==> config.mk <==
export PLATFORM = sky130hd
export DESIGN_NAME = hpdmc_ddr16_wrdata_sched
export DESIGN_NICKNAME = d
export VERILOG_FILES = /design/src/rtl/hpdmc_ddr16_wrdata_sched.sv
export SDC_FILE = /design/constraint.sdc
export NUM_CORES = 1
export LEC_CHECK = 0
export CORE_MARGIN = 4
export CORE_UTILIZATION = 43
export DETAILED_ROUTE_END_ITERATION = 16
export GPL_TIMING_DRIVEN = 0
export PLACE_DENSITY = 0.94
export SETUP_SLACK_MARGIN = 0.15
export SYNTH_ARGS = -nofsm -noshare
export SYNTH_HDL_FRONTEND = slang
export SYNTH_SLANG_ARGS = --single-unit
==> constraint.sdc <==
create_clock -name sys_clk -period 4.1 [get_ports sys_clk]
set_clock_uncertainty 0.15 [all_clocks]
set_input_delay 0.82 -clock sys_clk [delete_from_list [all_inputs] [get_ports sys_clk]]
set_output_delay 0.82 -clock sys_clk [all_outputs]
set_load 0.01 [all_outputs]
==> src/rtl/hpdmc_ddr16_wrdata_sched.sv <==
// DDR16 write-data scheduler: splits 32-bit words into D0/D1 halves and drives the DQS pre/data/post pattern.
// Registered outputs lag state by one cycle; DATA never stalls, so a missing wvalid becomes a masked underrun beat.
module hpdmc_ddr16_wrdata_sched #(
    parameter int BURST_WORDS = 4,
    parameter int WR_LATENCY  = 1
) (
    input  logic        sys_clk,
    input  logic        sys_rst_n,
    input  logic        wr_start,
    output logic        busy,
    output logic        start_err,
    input  logic [31:0] wdata,
    input  logic [3:0]  wmask,
    input  logic        wvalid,
    output logic        wready,
    output logic [15:0] dq_d0,
    output logic [15:0] dq_d1,
    output logic [1:0]  dm_d0,
    output logic [1:0]  dm_d1,
    output logic        dq_oe,
    output logic        dqs_d0,
    output logic        dqs_d1,
    output logic        dqs_oe,
    output logic        underrun
);

    localparam int BW = (BURST_WORDS > 1) ? $clog2(BURST_WORDS) : 1;
    localparam logic [BW-1:0] BEAT_LAST = BW'(BURST_WORDS - 1);
    localparam logic [2:0]    LAT_INIT  = 3'((WR_LATENCY > 0) ? WR_LATENCY - 1 : 0);

    typedef enum logic [2:0] {
        S_IDLE,
        S_LAT,
        S_PRE,
        S_DATA,
        S_POST
    } state_t;

    typedef struct packed {
        logic [15:0] dq_d0;
        logic [15:0] dq_d1;
        logic [1:0]  dm_d0;
        logic [1:0]  dm_d1;
        logic        dq_oe;
        logic        dqs_d0;
        logic        dqs_d1;
        logic        dqs_oe;
        logic        underrun;
        logic        start_err;
    } pin_t;

    state_t        state_q, state_d;
    logic [2:0]    lat_q, lat_d;
    logic [BW-1:0] beat_q, beat_d;
    pin_t          pin_q, pin_d;

    always_comb begin
        state_d         = state_q;
        lat_d           = lat_q;
        beat_d          = beat_q;
        pin_d           = '0;
        pin_d.start_err = wr_start && (state_q != S_IDLE);
        case (state_q)
            S_IDLE: begin
                if (wr_start) begin
                    if (WR_LATENCY == 0) begin
                        state_d = S_PRE;
                    end else begin
                        state_d = S_LAT;
                        lat_d   = LAT_INIT;
                    end
                end
            end
            S_LAT: begin
                if (lat_q == 3'd0) begin
                    state_d = S_PRE;
                end else begin
                    lat_d = lat_q - 3'd1;
                end
            end
            S_PRE: begin
                pin_d.dqs_oe = 1'b1;
                state_d      = S_DATA;
                beat_d       = '0;
            end
            S_DATA: begin
                pin_d.dq_oe  = 1'b1;
                pin_d.dqs_oe = 1'b1;
                pin_d.dqs_d0 = 1'b1;
                if (wvalid) begin
                    pin_d.dq_d0 = wdata[31:16];
                    pin_d.dq_d1 = wdata[15:0];
                    pin_d.dm_d0 = ~wmask[3:2];
                    pin_d.dm_d1 = ~wmask[1:0];
                end else begin
                    // The beat slot is fixed by DRAM timing: mask it rather than slip the burst.
                    pin_d.dm_d0    = 2'b11;
                    pin_d.dm_d1    = 2'b11;
                    pin_d.underrun = 1'b1;
                end
                if (beat_q == BEAT_LAST) begin
                    state_d = S_POST;
                end else begin
                    beat_d = beat_q + BW'(1);
                end
            end
            S_POST: begin
                pin_d.dqs_oe = 1'b1;
                state_d      = S_IDLE;
            end
            default: state_d = S_IDLE;
        endcase
    end

    always_ff @(posedge sys_clk or negedge sys_rst_n) begin
        if (!sys_rst_n) begin
            state_q <= S_IDLE;
            lat_q   <= '0;
            beat_q  <= '0;
            pin_q   <= '0;
        end else begin
            state_q <= state_d;
            lat_q   <= lat_d;
            beat_q  <= beat_d;
            pin_q   <= pin_d;
        end
    end

    assign busy      = (state_q != S_IDLE);
    assign wready    = (state_q == S_DATA);
    assign start_err = pin_q.start_err;
    assign dq_d0     = pin_q.dq_d0;
    assign dq_d1     = pin_q.dq_d1;
    assign dm_d0     = pin_q.dm_d0;
    assign dm_d1     = pin_q.dm_d1;
    assign dq_oe     = pin_q.dq_oe;
    assign dqs_d0    = pin_q.dqs_d0;
    assign dqs_d1    = pin_q.dqs_d1;
    assign dqs_oe    = pin_q.dqs_oe;
    assign underrun  = pin_q.underrun;

endmodule

Word level (Yosys, flattened, before mapping) --
Index checks and enable logic that the tools add are counted.
Storage, ports and cells: flip-flop bits (word level) 49, input bits 40, output and inout bits 44, word-level logic and storage cells 51
Cells by class: add/sub/neg operators 2, eq/ne operators 10, muxes and demuxes 15, bitwise operators 2, reduce and logical (&&, ||, !) cells 10
Operator list (count):
- $mux 38 | 1
- $mux 32 | 1
- $mux 3 | 5
- $pmux 3 s4 | 1
- $ne 2x2->1 const B | 4
- $eq 3x2->1 const B | 2
- $logic_not 3->1 | 2
- $pmux 3 s2 | 1
- $reduce_and 3->1 | 2
- $mux 4 | 1
- $not 2->2 | 2
- $pmux 2 s2 | 1
- $reduce_bool 2->1 | 2
- $eq 3x1->1 const B | 1
- $eq 3x3->1 const B | 1
- $mux 1 | 3
- $reduce_bool 3->1 | 1
- $reduce_or 3->1 | 1
- $sub 3x1->3 const B | 1
- $add 2x1->2 const B | 1
- $eq 2x2->1 const B | 1
- $mux 2 | 1
- $ne 2x1->1 const B | 1
- $reduce_and 2->1 | 1
- $logic_and 1x1->1 | 1

Depth between registers and ports, before layout --
word-level depth 3, gate-level depth with buffers 5, gate-level depth less buffers 5

Worst setup path before layout --
Ideal clock, no wire load.
kind register to output, from register state_q[1], to output wready, arrival 883 ps, data required time 3130 ps, setup slack 2247 ps, stages on the path, launching flop included 4, cells stage by stage dfrtp_1 > nor2b_4 > nand2_1 > inv_1
Between the ends: word-level cells in the longest chain between the ends 1
Ends and longest elaborated chain:
- start, declared | RTL line 52 | state_t state_q, state_d;
- start signal, assigned | RTL line 122 | state_q <= state_d;
- $eq 3x2->1 | RTL line 130 | assign wready = (state_q == S_DATA);
- end, declared | RTL line 15 | output logic wready,
Every way passes these cells.

Final worst setup path --
Ends and elaborated chain as after synthesis.

==> run summary <==
The final weighted congestion of routability-driven global placement came out at 0.845. The wire length of the first global-routing pass is 5500 um. For this design the ratio of total power to cell area is 528 mW/mm2.

The final total power came out at 0.00144 W. Once detail routing completed, the nets flagged for antenna violations numbered 0. Setup violations remaining at the end of the flow were counted as 0. The via count of the first global-routing pass came out at 1224.

Summing the sequential cell areas from Yosys gives 68.5% of the chip area. The cell type with the largest total area after synthesis is sky130_fd_sc_hd__dfrtp_1. After detailed routing, the number of vias per cell comes to 4.49. The pin count of the biggest net entering global routing is 30. The die extent in x came out at 71.9 um.

On the critical path the largest part of the delay comes from buffers and inverters. The total wirelength of the detailed-routed design is 3540 um. The clock sink count came out at 48. The fraction of layout instances using a drive strength above 1 came out at 6.73%. The net count reported at finish is 266.

Measured in cells, the most critical reg-to-reg path has a length of 4. The area used by multi-input combinational logic is 480 um2. The share of the clock period used by the worst path is 68.5%. The total clock buffers created by CTS came out at 5. The worst register-to-register path begins at state_q[0]. The total nets after synthesis came out at 176. The number of setup buffers added after CTS is 0. The number of storage elements in the synthesis netlist came out at 48. The arrival time reported for the critical path endpoint came out at 1.84 ns. In this run the number of H-tree levels came out at 2. The largest stage delay on the critical path is 0.55 ns. The most common cell in the synthesized netlist is sky130_fd_sc_hd__dfrtp_1. Sorting the synthesized cells by area gives the leading types as sky130_fd_sc_hd__dfrtp_1 69%, sky130_fd_sc_hd__and2_1 12%, sky130_fd_sc_hd__ha_1 2.1%, sky130_fd_sc_hd__a21oi_1 2.0%, sky130_fd_sc_hd__buf_6 1.9%. The initial antenna violation count came to 0. The leakage component of the power came out at 1.27 nW. The cell row count came out at 22. Once placement completed, the tool counted placed cells totaling 264.

The final sum of negative setup slack is 0 ns. For this run, the total global-route usage over all layers was measured as 14.1%. The area of all sequential standard cells came out at 0.00120 mm2. The final routed DRC violation total is 0.

The data required time of the worst path came out at 3.13 ns. STA classifies the critical path startpoint as a flip-flop. The share of flip-flops with an asynchronous set or reset after synthesis is 100%. The number of inserted filler cells in the final layout came out at 269.

The total vias in the final route came out at 1217. Max-cap violations in this run came to 0. The number of cells upsized or downsized after cts came out at 0. The post-synthesis instance total is 133. TritonCTS built the clock tree. The post-CTS clock slew at the launch and capture registers of the worst setup and hold paths came out at 0.08 ns. The buffers plus inverters on the worst setup path came out at 2. The maximum buffer depth of the clock tree came out at 2.

The number of enable flip-flop cells after synthesis is 0. The I/O pin count came out at 84. The post-synthesis area per instance is 13.2 um2. The effective utilization at floorplan is 46.1%. For the worst-skew pair, the clock arrives at the later sink with an insertion delay of 0.29 ns. Setup repair after global routing left no endpoint under its margin. In this run the clock root is driven by a sky130_fd_sc_hd__clkbuf_8. The average wire length per cell after detail routing is 13.1 um. Among all flip-flop cells after synthesis, the most frequent one is sky130_fd_sc_hd__dfrtp_1.

The half-perimeter wire length after placement came out at 2840 um. The post-synthesis instance area is 0.00175 mm2. The min-delay analysis places its worst path in the category in2async. The number of hold violations in the final report was 0. The number of design-rule violations left by the first detailed-router iteration is 61. The total global routing overflow came out at 0.

The critical path goes through nor2b_4, nand2_1, inv_1, clkdlybuf4s50_1. The number of port buffers came out at 82. The number of detailed-route iterations in the first pass came out at 2. The non-filler instance count after layout came out at 271. The count of pins over their slew limit is 0.

The peak supply drop is 0.233 mV. For this design, the slowest cell found on the critical path is sky130_fd_sc_hd__clkdlybuf4s50_1. The type of element capturing the critical path is an output port. The core box area is 0.00380 mm2. The die height is 71.9 um. In this run the worst path has a maximum fanout of 8. The cts-stage hold buffer count is 0. The run finished with clean final reports. The endpoint identified for the worst register-to-register timing path is lat_q[1]. The die covers 0.00516 mm2.

For the finished layout, the period the worst path requires is 2.81 ns. The setup check on the worst reg-to-reg path leaves a slack of 2.56 ns. The synthesized netlist contains 27 unique library cells.

The warning count from the yosys run is 0. The worst setup path is of the reg2out kind. The number of antenna cells inserted came out at 0. Measured on the finished design, the core utilization comes to 71.8%. Counting instances in the post-synthesis netlist gives the leading cell types as 48 x sky130_fd_sc_hd__dfrtp_1, 33 x sky130_fd_sc_hd__and2_1, 7 x sky130_fd_sc_hd__a21oi_1. The layout overhead on the synthesized area came out at 55.5%. The fmax came out at 356 MHz. Of the post-synthesis cell area, the dominant cell type holds 68.5%.
[final cells by class]
class | instances | share of cell area, %
sequential | 48 | 44.1
timing repair buffer | 83 | 30.7
multi-input combinational | 74 | 17.6
clock buffer | 6 | 2.66
tap | 48 | 2.20
buffer | 6 | 1.93
inverter | 5 | 0.688
clock inverter | 1 | 0.184
[registers in the layout (all words and copies together), names as in the netlist, 2 cells and up]
| name | cells |
|---|---|
| state_q | 3 |
| dm_d0 | 2 |
| dq_d0 | 16 |
| beat_q | 2 |
| dm_d1 | 2 |
| lat_q | 3 |
| dq_d1 | 16 |
[power by group]
| part | leakage [nW] | total [W] | internal [W] | switching [W] |
|---|---|---|---|---|
| Combinational | 0.594 | 0.000560 | 0.000326 | 0.000234 |
| Sequential | 0.631 | 0.000629 | 0.000584 | 0.0000445 |
| Clock | 0.0410 | 0.000252 | 0.000116 | 0.000136 |
[cells in the final DEF, fill, tap and decap left out]
| cell | instances |
|---|---|
| sky130_fd_sc_hd__a21o_1 | 1 |
| sky130_fd_sc_hd__a21oi_1 | 7 |
| sky130_fd_sc_hd__a22oi_1 | 1 |
| sky130_fd_sc_hd__and2_1 | 33 |
| sky130_fd_sc_hd__and3_1 | 1 |
| sky130_fd_sc_hd__and3_4 | 1 |
| sky130_fd_sc_hd__buf_12 | 1 |
| sky130_fd_sc_hd__buf_2 | 1 |
| sky130_fd_sc_hd__buf_4 | 2 |
| sky130_fd_sc_hd__buf_6 | 3 |
| sky130_fd_sc_hd__clkbuf_1 | 2 |
| sky130_fd_sc_hd__clkbuf_8 | 5 |
| sky130_fd_sc_hd__clkdlybuf4s50_1 | 81 |
| sky130_fd_sc_hd__clkinv_2 | 1 |
| sky130_fd_sc_hd__conb_1 | 1 |
| sky130_fd_sc_hd__dfrtp_1 | 48 |
| sky130_fd_sc_hd__ha_1 | 3 |
| sky130_fd_sc_hd__inv_1 | 5 |
| sky130_fd_sc_hd__mux2i_1 | 2 |
| sky130_fd_sc_hd__nand2_1 | 6 |
| sky130_fd_sc_hd__nand2b_1 | 2 |
| sky130_fd_sc_hd__nand3_1 | 1 |
| sky130_fd_sc_hd__nor2_1 | 4 |
| sky130_fd_sc_hd__nor2b_1 | 1 |
| sky130_fd_sc_hd__nor2b_4 | 1 |
| sky130_fd_sc_hd__nor3b_1 | 1 |
| sky130_fd_sc_hd__nor4b_1 | 1 |
| sky130_fd_sc_hd__nor4bb_1 | 1 |
| sky130_fd_sc_hd__o21ai_0 | 2 |
| sky130_fd_sc_hd__o22ai_1 | 1 |
| sky130_fd_sc_hd__o2bb2ai_1 | 2 |
| sky130_fd_sc_hd__or4b_1 | 1 |
[metrics by stage]
step	instance area [um2]	hold WS (ns)	setup WS (ns)
after detailed placement	2650	0.319	1.58
after floorplan	1750	0.295	2.25
after global routing	2730	0.356	1.13
final	2730	0.325	1.29
after global placement	2630	0.312	0.828
after CTS	2730	0.329	1.26
[worst max-delay path by stage]
stage                from       end  cells after the start
4_1_cts        state_q[1]    wready                      4
3_3_place_gp    sys_rst_n  dq_d0[1]                      1
2_1_floorplan  state_q[1]    wready                      3
6_report       state_q[1]    wready                      4
5_1_grt        state_q[0]    wready                      4
3_5_place_dp   state_q[1]    wready                      4
[cell families (layout without fill, tap and decap cells)]
logic type | count (synthesis) | count (layout) | synth area share (%)
AOI/OAI and AO/OA | 14 | 14 | 4.78
adders and majority gates | 3 | 3 | 2.14
buffers and inverters | 11 | 101 | 4.07
DFF | 48 | 48 | 68.5
muxes | 2 | 2 | 1.14
other | 1 | 1 | 0.214
and+or+nand+nor | 54 | 54 | 19.1
[routing by layer]
layer	share of wire (%)	up-vias	GRT usage [%]
li1	-	601	-
met1	37	557	14.3
met2	52	53	25.7
met3	8.8	6	5.33
met4	1.6	0	5.64
met5	0	-	0
(Power assumes the default switching activity.)
